## config.mk

```make
export PLATFORM = sky130hd
export DESIGN_NAME = seg7_mux_driver
export DESIGN_NICKNAME = d
export VERILOG_FILES = /design/src/rtl/seg7_pkg.sv /design/src/rtl/hex_to_seg7.sv /design/src/rtl/seg7_mux_driver.sv
export SDC_FILE = /design/constraint.sdc
export NUM_CORES = 1
export LEC_CHECK = 0
export BUFFER_PORTS_ARGS = -buffer_cell sky130_fd_sc_hd__buf_2
export CAP_MARGIN = 30
export CORE_UTILIZATION = 40
export CTS_CLUSTER_DIAMETER = 40
export CTS_CLUSTER_SIZE = 10
export DETAILED_ROUTE_END_ITERATION = 8
export PLACE_DENSITY = 0.7
export SYNTH_ARGS = -nofsm -noshare
export SYNTH_HDL_FRONTEND = slang
export SYNTH_SLANG_ARGS = --single-unit
```

## constraint.sdc

```tcl
create_clock -name clk -period 3.5 [get_ports clk]
set_clock_uncertainty 0.05 [all_clocks]
set_input_delay 0.35 -clock clk [delete_from_list [all_inputs] [get_ports clk]]
set_output_delay 0.35 -clock clk [all_outputs]
set_load 0.005 [all_outputs]
```

## src/rtl/seg7_pkg.sv

```systemverilog
// Shared types and constants for the two-digit seven-segment multiplexer.
package seg7_pkg;

  typedef enum logic [1:0] {
    BLANK0 = 2'd0,
    SHOW0  = 2'd1,
    BLANK1 = 2'd2,
    SHOW1  = 2'd3
  } mux_state_t;

  localparam logic [6:0] SEG_BLANK = 7'b1111111;
  localparam logic [1:0] AN_OFF    = 2'b11;

endpackage

```

## src/rtl/hex_to_seg7.sv

```systemverilog
// Combinational hex-to-seven-segment decoder, active-low, bit order gfedcba.
module hex_to_seg7
  import seg7_pkg::*;
(
  input  logic [3:0] hex,
  output logic [6:0] seg
);

  always_comb begin
    seg = SEG_BLANK;
    case (hex)
      4'h0: seg = 7'b1000000;
      4'h1: seg = 7'b1111001;
      4'h2: seg = 7'b0100100;
      4'h3: seg = 7'b0110000;
      4'h4: seg = 7'b0011001;
      4'h5: seg = 7'b0010010;
      4'h6: seg = 7'b0000010;
      4'h7: seg = 7'b1111000;
      4'h8: seg = 7'b0000000;
      4'h9: seg = 7'b0010000;
      4'hA: seg = 7'b0001000;
      4'hB: seg = 7'b0000011;
      4'hC: seg = 7'b1000110;
      4'hD: seg = 7'b0100001;
      4'hE: seg = 7'b0000110;
      4'hF: seg = 7'b0001110;
      default: seg = SEG_BLANK;
    endcase
  end

endmodule

```

## src/rtl/seg7_mux_driver.sv

```systemverilog
// Two-digit common-anode display multiplexer with a blanking gap between digits.
//
// state  | meaning
// BLANK0 | both anodes off ahead of digit 0
// SHOW0  | digit 0 (right) lit from its captured value
// BLANK1 | both anodes off ahead of digit 1
// SHOW1  | digit 1 (left) lit from its captured value
module seg7_mux_driver
  import seg7_pkg::*;
#(
  parameter int REFRESH_CYCLES = 24000,
  parameter int BLANK_CYCLES   = 240
) (
  input  logic       clk,
  input  logic       reset,
  input  logic [3:0] d0,
  input  logic [3:0] d1,
  output logic [6:0] seg,
  output logic [1:0] an,
  output logic       frame
);

  localparam int CW = $clog2(REFRESH_CYCLES);
  localparam logic [CW-1:0] LOAD_BLANK = CW'(BLANK_CYCLES - 1);
  localparam logic [CW-1:0] LOAD_SHOW  = CW'(REFRESH_CYCLES - BLANK_CYCLES - 1);

  if (BLANK_CYCLES < 1 || REFRESH_CYCLES < BLANK_CYCLES + 1) begin : g_bad_params
    $error("seg7_mux_driver: need BLANK_CYCLES >= 1 and REFRESH_CYCLES > BLANK_CYCLES");
  end

  mux_state_t    state, state_n;
  logic [CW-1:0] cnt, cnt_n;
  logic [3:0]    dig0, dig1, hex_sel;
  logic [6:0]    seg_dec;
  logic          tc;

  assign tc = (cnt == '0);

  always_comb begin
    state_n = state;
    cnt_n   = cnt - CW'(1);
    case (state)
      BLANK0: if (tc) begin state_n = SHOW0;  cnt_n = LOAD_SHOW;  end
      SHOW0:  if (tc) begin state_n = BLANK1; cnt_n = LOAD_BLANK; end
      BLANK1: if (tc) begin state_n = SHOW1;  cnt_n = LOAD_SHOW;  end
      SHOW1:  if (tc) begin state_n = BLANK0; cnt_n = LOAD_BLANK; end
      default: begin
        state_n = BLANK0;
        cnt_n   = LOAD_BLANK;
      end
    endcase
  end

  always_ff @(posedge clk) begin
    if (!reset) begin
      state <= BLANK0;
      cnt   <= LOAD_BLANK;
      dig0  <= 4'h0;
      dig1  <= 4'h0;
      frame <= 1'b0;
    end else begin
      state <= state_n;
      cnt   <= cnt_n;
      frame <= (state == BLANK0) && (state_n == SHOW0);
      // Digits are latched only on entry to their slot so a slot never changes mid-display.
      if ((state == BLANK0) && (state_n == SHOW0)) dig0 <= d0;
      if ((state == BLANK1) && (state_n == SHOW1)) dig1 <= d1;
    end
  end

  assign hex_sel = (state == SHOW1) ? dig1 : dig0;

  hex_to_seg7 u_dec (
    .hex (hex_sel),
    .seg (seg_dec)
  );

  always_comb begin
    an  = AN_OFF;
    seg = SEG_BLANK;
    case (state)
      SHOW0: begin an = 2'b10; seg = seg_dec; end
      SHOW1: begin an = 2'b01; seg = seg_dec; end
      default: begin
        an  = AN_OFF;
        seg = SEG_BLANK;
      end
    endcase
  end

endmodule

```

Yosys cells after proc, flatten, opt, wreduce, memory -nomap -nowiden
Memories as Yosys holds them, arrays and structs flattened.
Cells that the tools add are included.
Widths: inputs -> output; s select.
{"block": "totals", "memories": 1, "output_inout_bits": 10, "inputBits": 10, "wordCells": 29, "rom_bits": 112, "reg_bits": 26}
{"block": "classes", "eq_ne": 5, "n_addsub": 1, "n_mux": 11, "n_reduce_logical": 6}
{"name": "(name not given)", "words": 16, "width": 7, "read_ports": 1, "rd_ports_with_merged_regs": 0, "write_ports": 0, "line_no": "hex_to_seg7.sv:11", "source": "case (hex)"}
{"operator": "$mux 15", "count": 2}
{"operator": "$pmux 15 s2", "count": 1}
{"operator": "$logic_not 15->1", "count": 1}
{"operator": "$sub 15x1->15 const B", "count": 1}
{"operator": "$mux 2", "count": 4}
{"operator": "$pmux 2 s4", "count": 1}
{"operator": "$mux 7", "count": 1}
{"operator": "$eq 2x2->1 const B", "count": 3}
{"operator": "$eq 2x1->1 const B", "count": 2}
{"operator": "$mux 4", "count": 1}
{"operator": "$pmux 2 s2", "count": 1}
{"operator": "$reduce_or 2->1", "count": 2}
{"operator": "$logic_and 1x1->1", "count": 2}
{"operator": "$logic_not 2->1", "count": 1}

Depth between registers and ports, before layout
{"block": "depth", "depth_word": 5, "ltp_mapped": 7, "depth_no_buf": 7}

Hierarchy
Synthesis repeated with hierarchy kept, for this count alone.
{"block": "unflattened", "hier_cells": 173, "area_unflattened_um2": 1542.7}
{"mod": "seg7_mux_driver", "area_each_um2": 1267.5, "n_inst": 1, "cells_each": 141, "seq_area_each_um2": 520.5}
{"mod": "hex_to_seg7", "area_each_um2": 275.3, "n_inst": 1, "cells_each": 32, "seq_area_each_um2": 0.0}

Worst setup path before layout
No wires, ideal clock.
{"block": "synth_timing", "kind": "register -> output", "start": "register state[1]", "end": "output port seg[5]", "slack_ns": 1.380, "path_buffers": 0, "stages_incl_launch_ff": 8, "arrival_ns": 1.720, "required_ns": 3.100, "path_cell_list": "dfxtp_1 > nand2_1 > mux2i_1 > inv_1 > ha_1 > inv_1 > mux2i_1 > a221o_1"}
{"block": "synth_via", "elab_chain_len": 4, "word_cells_on_any_way": 6, "cone_classes": "eq/ne: 2; mux: 2; reduce/logical: 1; memory: 1"}
{"item": "start, declared", "line_no": "seg7_mux_driver.sv:31", "source": "mux_state_t state, state_n;"}
{"item": "start signal, assigned", "line_no": "seg7_mux_driver.sv:62", "source": "state <= state_n;"}
{"item": "$eq 2x2->1", "line_no": "seg7_mux_driver.sv:71, seg7_mux_driver.sv:81"}
{"item": "$mux 4", "line_no": "seg7_mux_driver.sv:71", "source": "assign hex_sel = (state == SHOW1) ? dig1 : dig0;"}
{"item": "$mem_v2 16x7"}
{"item": "$mux 7 (*)", "line_no": "seg7_mux_driver.sv:81", "source": "case (state)"}
{"item": "end, declared", "line_no": "seg7_mux_driver.sv:18", "source": "output logic [6:0] seg,"}
Every way passes the cells marked *; elsewhere a longest branch is shown, timed or not.

Worst setup path after layout
{"block": "layout_timing", "start": "register state[0]", "end": "output port seg[5]"}
Same word-level chain as after synthesis.

==> summary.json <==
{
  "run_status": {"value": "complete, no violations"},
  "tritoncts_num_sinks": {"value": 26},
  "grt.overflow.total": {"value": 0},
  "first_global_vias": {"value": 1033},
  "synth_most_common_cell": {"value": "sky130_fd_sc_hd__nand2_1"},
  "flow.area_growth_from_synthesis": {"value": 10.66, "unit": "%"},
  "synth-edff-count": {"value": 0},
  "cp_required": {"value": 3.10, "unit": "ns"},
  "critPathKind": {"value": "reg2out"},
  "floorplan.initialDensity": {"value": 43.29, "unit": "%"},
  "power.density_cell_area": {"value": 313.7, "unit": "nW/um2"},
  "violation_count_after_the_first_detailed_route_iteration": {"value": 55},
  "route.antenna.remaining_nets": {"value": 0},
  "htree_levels": {"value": 1},
  "worst_hold_path_type": {"value": "in2reg"},
  "yosys-top-cells-area": {"value": "sky130_fd_sc_hd__dfxtp_1 35%, sky130_fd_sc_hd__mux2i_1 10%, sky130_fd_sc_hd__nand2_1 7.6%, sky130_fd_sc_hd__ha_1 6.7%, sky130_fd_sc_hd__nor2_1 3.0%"},
  "place.port_buffers": {"value": 19},
  "design.portCount": {"value": 20},
  "final_period_minus_worst_setup_slack": {"value": 2.969, "unit": "ns"},
  "postSynth.topFlopCell": {"value": "sky130_fd_sc_hd__dfxtp_1"},
  "worstMarginPinSlew": {"value": 0.7479, "unit": "ns"},
  "synth_seq_area_share": {"value": 34.93, "unit": "%"},
  "global_route.usage.met3": {"value": 1.277, "unit": "%"},
  "cells_after_synthesis": {"value": 172},
  "yosys.area.top_type": {"value": "sky130_fd_sc_hd__dfxtp_1"},
  "numPlacedInstances": {"value": 228},
  "cts-resized-gates": {"value": 0},
  "globalRouteMet1Util": {"value": 21.58, "unit": "%"},
  "maxSlewHeadroom": {"value": 50.03, "unit": "%"},
  "postSynthRegisterBits": {"value": 26},
  "route.detailed.vias_per_inst": {"value": 5.216},
  "critPathCaptureType": {"value": "output pin"},
  "detail_route.wirelength": {"value": 2806, "unit": "um"},
  "n_antenna_cell": {"value": 0},
  "setup-tns-final": {"value": 0, "unit": "ns"},
  "clock_tree.root_cell": {"value": "sky130_fd_sc_hd__clkbuf_8"},
  "critical_path.startpoint_type": {"value": "flop"},
  "synth.yosys.warnings": {"value": 0},
  "detail_route.first_pass.iterations": {"value": 6},
  "grt_pass1_wl": {"value": 4761, "unit": "um"},
  "final_net_count": {"value": 205},
  "clkTransAtPathRegs": {"value": 0.09, "unit": "ns"},
  "clock_tree_from_tritoncts": {"value": "yes"},
  "maximum_fanout_encountered_on_the_critical_timing_path": {"value": 12},
  "maximum_number_of_pins_on_one_net_before_global_route_repair": {"value": 22},
  "die_width": {"value": 63.04, "unit": "um"},
  "synthDominantCellAreaShare": {"value": 34.93, "unit": "%"},
  "drcViolationCount": {"value": 0},
  "worstPathArrival": {"value": 2.57, "unit": "ns"},
  "worst_skew_pair.late_latency": {"value": 0.27, "unit": "ns"},
  "gp_congestion": {"value": 0.8365},
  "gr-usage-met2": {"value": 21.64, "unit": "%"},
  "dr_total_vias": {"value": 1210},
  "drive_gt1_share": {"value": 15.59, "unit": "%"},
  "wl_per_cell": {"value": 12.09, "unit": "um"},
  "ys_top_cells_by_count": {"value": "30 x sky130_fd_sc_hd__nand2_1, 26 x sky130_fd_sc_hd__dfxtp_1, 15 x sky130_fd_sc_hd__mux2i_1"},
  "syn_nets": {"value": 190},
  "rsz0062_at_grt": {"value": "no"},
  "postSynthAreaPerCell": {"value": 8.664, "unit": "um2"},
  "synth-async-reset-ratio": {"value": 0, "unit": "%"},
  "ctsLongestPathBuffers": {"value": 2},
  "dieArea": {"value": 3973, "unit": "um2"},
  "layer_with_the_highest_usage_after_global_routing": {"value": "met2"},
  "timing.final.hold_violations": {"value": 0},
  "post_cts_hold_buffer_count": {"value": 0},
  "cap_violations": {"value": 0},
  "synth_cell_type_count": {"value": 41},
  "fin_cells": {"value": 232},
  "drv_slew": {"value": 0},
  "setup_violations": {"value": 0},
  "antenna_found_initial": {"value": 0},
  "standby_leakage_power": {"value": 0.6748, "unit": "nW"},
  "detailed_place_hpwl": {"value": 2077, "unit": "um"},
  "chipHeight": {"value": 63.04, "unit": "um"},
  "inserted_clock_buffers": {"value": 3},
  "fin_crit_sh": {"value": 84.82, "unit": "%"},
  "worst_ir_drop_vdd": {"value": 0.1764, "unit": "mV"},
  "cts_setup_buffers": {"value": 0},
  "fp-row-count": {"value": 21},
  "grt_usage": {"value": 14.81, "unit": "%"},
  "maxClockFrequency": {"value": 336.9, "unit": "MHz"},
  "core_region_area": {"value": 3442, "unit": "um2"},
  "synth_area": {"value": 1490, "unit": "um2"}
}
==> layout by cell type (no fill, tap or decap), drive strengths merged <==
cell type / Yosys / layout
a211oi: 1 / 1
a21bo: 1 / 1
a21o: 1 / 1
a21oi: 6 / 6
a221o: 1 / 1
a22oi: 1 / 1
a31oi: 1 / 1
a32oi: 2 / 2
and2: 3 / 3
buf: 5 / 19
clkbuf: 4 / 4
dfxtp: 26 / 26
ha: 8 / 8
inv: 7 / 7
mux2: 1 / 1
mux2i: 15 / 15
nand2: 30 / 30
nand2b: 2 / 2
nand3: 6 / 6
nand4: 3 / 3
nand4b: 1 / 1
nor2: 12 / 12
nor3: 3 / 3
nor3b: 3 / 3
nor4: 3 / 3
nor4b: 1 / 1
o21a: 1 / 1
o21ai: 4 / 4
o221a: 1 / 1
o311ai: 1 / 1
o31ai: 2 / 2
o41ai: 1 / 1
or3: 3 / 3
or4: 2 / 2
xnor2: 5 / 5
xor2: 5 / 5
==> registers in the layout (all words and copies together), names as in the netlist <==
register and flops:
cnt 15, state 2, dig1 4, dig0 4, frame 1
==> cell type report <==
type | count | area [um2]
clock buffer | 4 | 55.05
fill | 344 | 1793
inverter | 7 | 26.28
multi-input combinational | 130 | 894.6
sequential | 26 | 520.5
tap | 46 | 57.56
timing repair buffer | 19 | 95.09
==> critical path, stage by stage (launching register included) <==
cell and delay, ns:
sky130_fd_sc_hd__dfxtp_1 0.59, sky130_fd_sc_hd__nand2_1 0.23, sky130_fd_sc_hd__mux2i_1 0.48, sky130_fd_sc_hd__inv_1 0.16, sky130_fd_sc_hd__ha_1 0.28, sky130_fd_sc_hd__inv_1 0.07
sky130_fd_sc_hd__mux2i_1 0.06, sky130_fd_sc_hd__a221o_1 0.30, sky130_fd_sc_hd__buf_2 0.12
==> power breakdown <==
part           internal, mW  switching, mW
registers             0.298        0.00396
logic               0.00889         0.0127
clock network         0.101         0.0927
==> metal layers <==
metal | vias to the layer above | part of all wire, %
met5 | - | 0
met4 | 0 | 1.8
met3 | 4 | 2.9
met2 | 23 | 43
met1 | 546 | 53
li1 | 637 | -
==> path summary, 6_finish.rpt <==
path,depth (start not counted),from,slack [ns],end
worst max register to register,6,cnt[0]$_SDFF_PN1_,1.27,dig0[1]$_SDFFE_PN0P_
worst min register to register,1,cnt[0]$_SDFF_PN1_,0.39,cnt[0]$_SDFF_PN1_
worst min-delay path,3,d0[0],0.26,dig0[0]$_SDFFE_PN0P_
worst max-delay path,8,state[0]$_SDFF_PN0_,0.53,seg[5]
==> logic make-up after synthesis <==
group,synth area share (%)
AND/OR/NAND/NOR,25.36
flip-flops,34.93
AO/OA/AOI/OAI,11.25
buffers and inverters,5.038
multiplexers,10.83
XOR/XNOR,5.877
adder cells (fa/ha/maj),6.717
==> metrics by stage <==
step	power (mW)	worst slack, ns	util (%)	area, um2	hold slack (ns)
after floorplan	0.3242	1.380	-	1490	0.3409
after global routing	0.5364	0.3132	47.91	1649	0.2738
after detailed placement	0.3308	0.8571	46.31	1594	0.3687
final	0.5173	0.5314	47.91	1649	0.2607
after CTS	0.5219	0.5550	47.91	1649	0.2597
after global placement	0.3306	0.9706	46.31	1594	0.3696
Power figures use the tool's default switching activity.
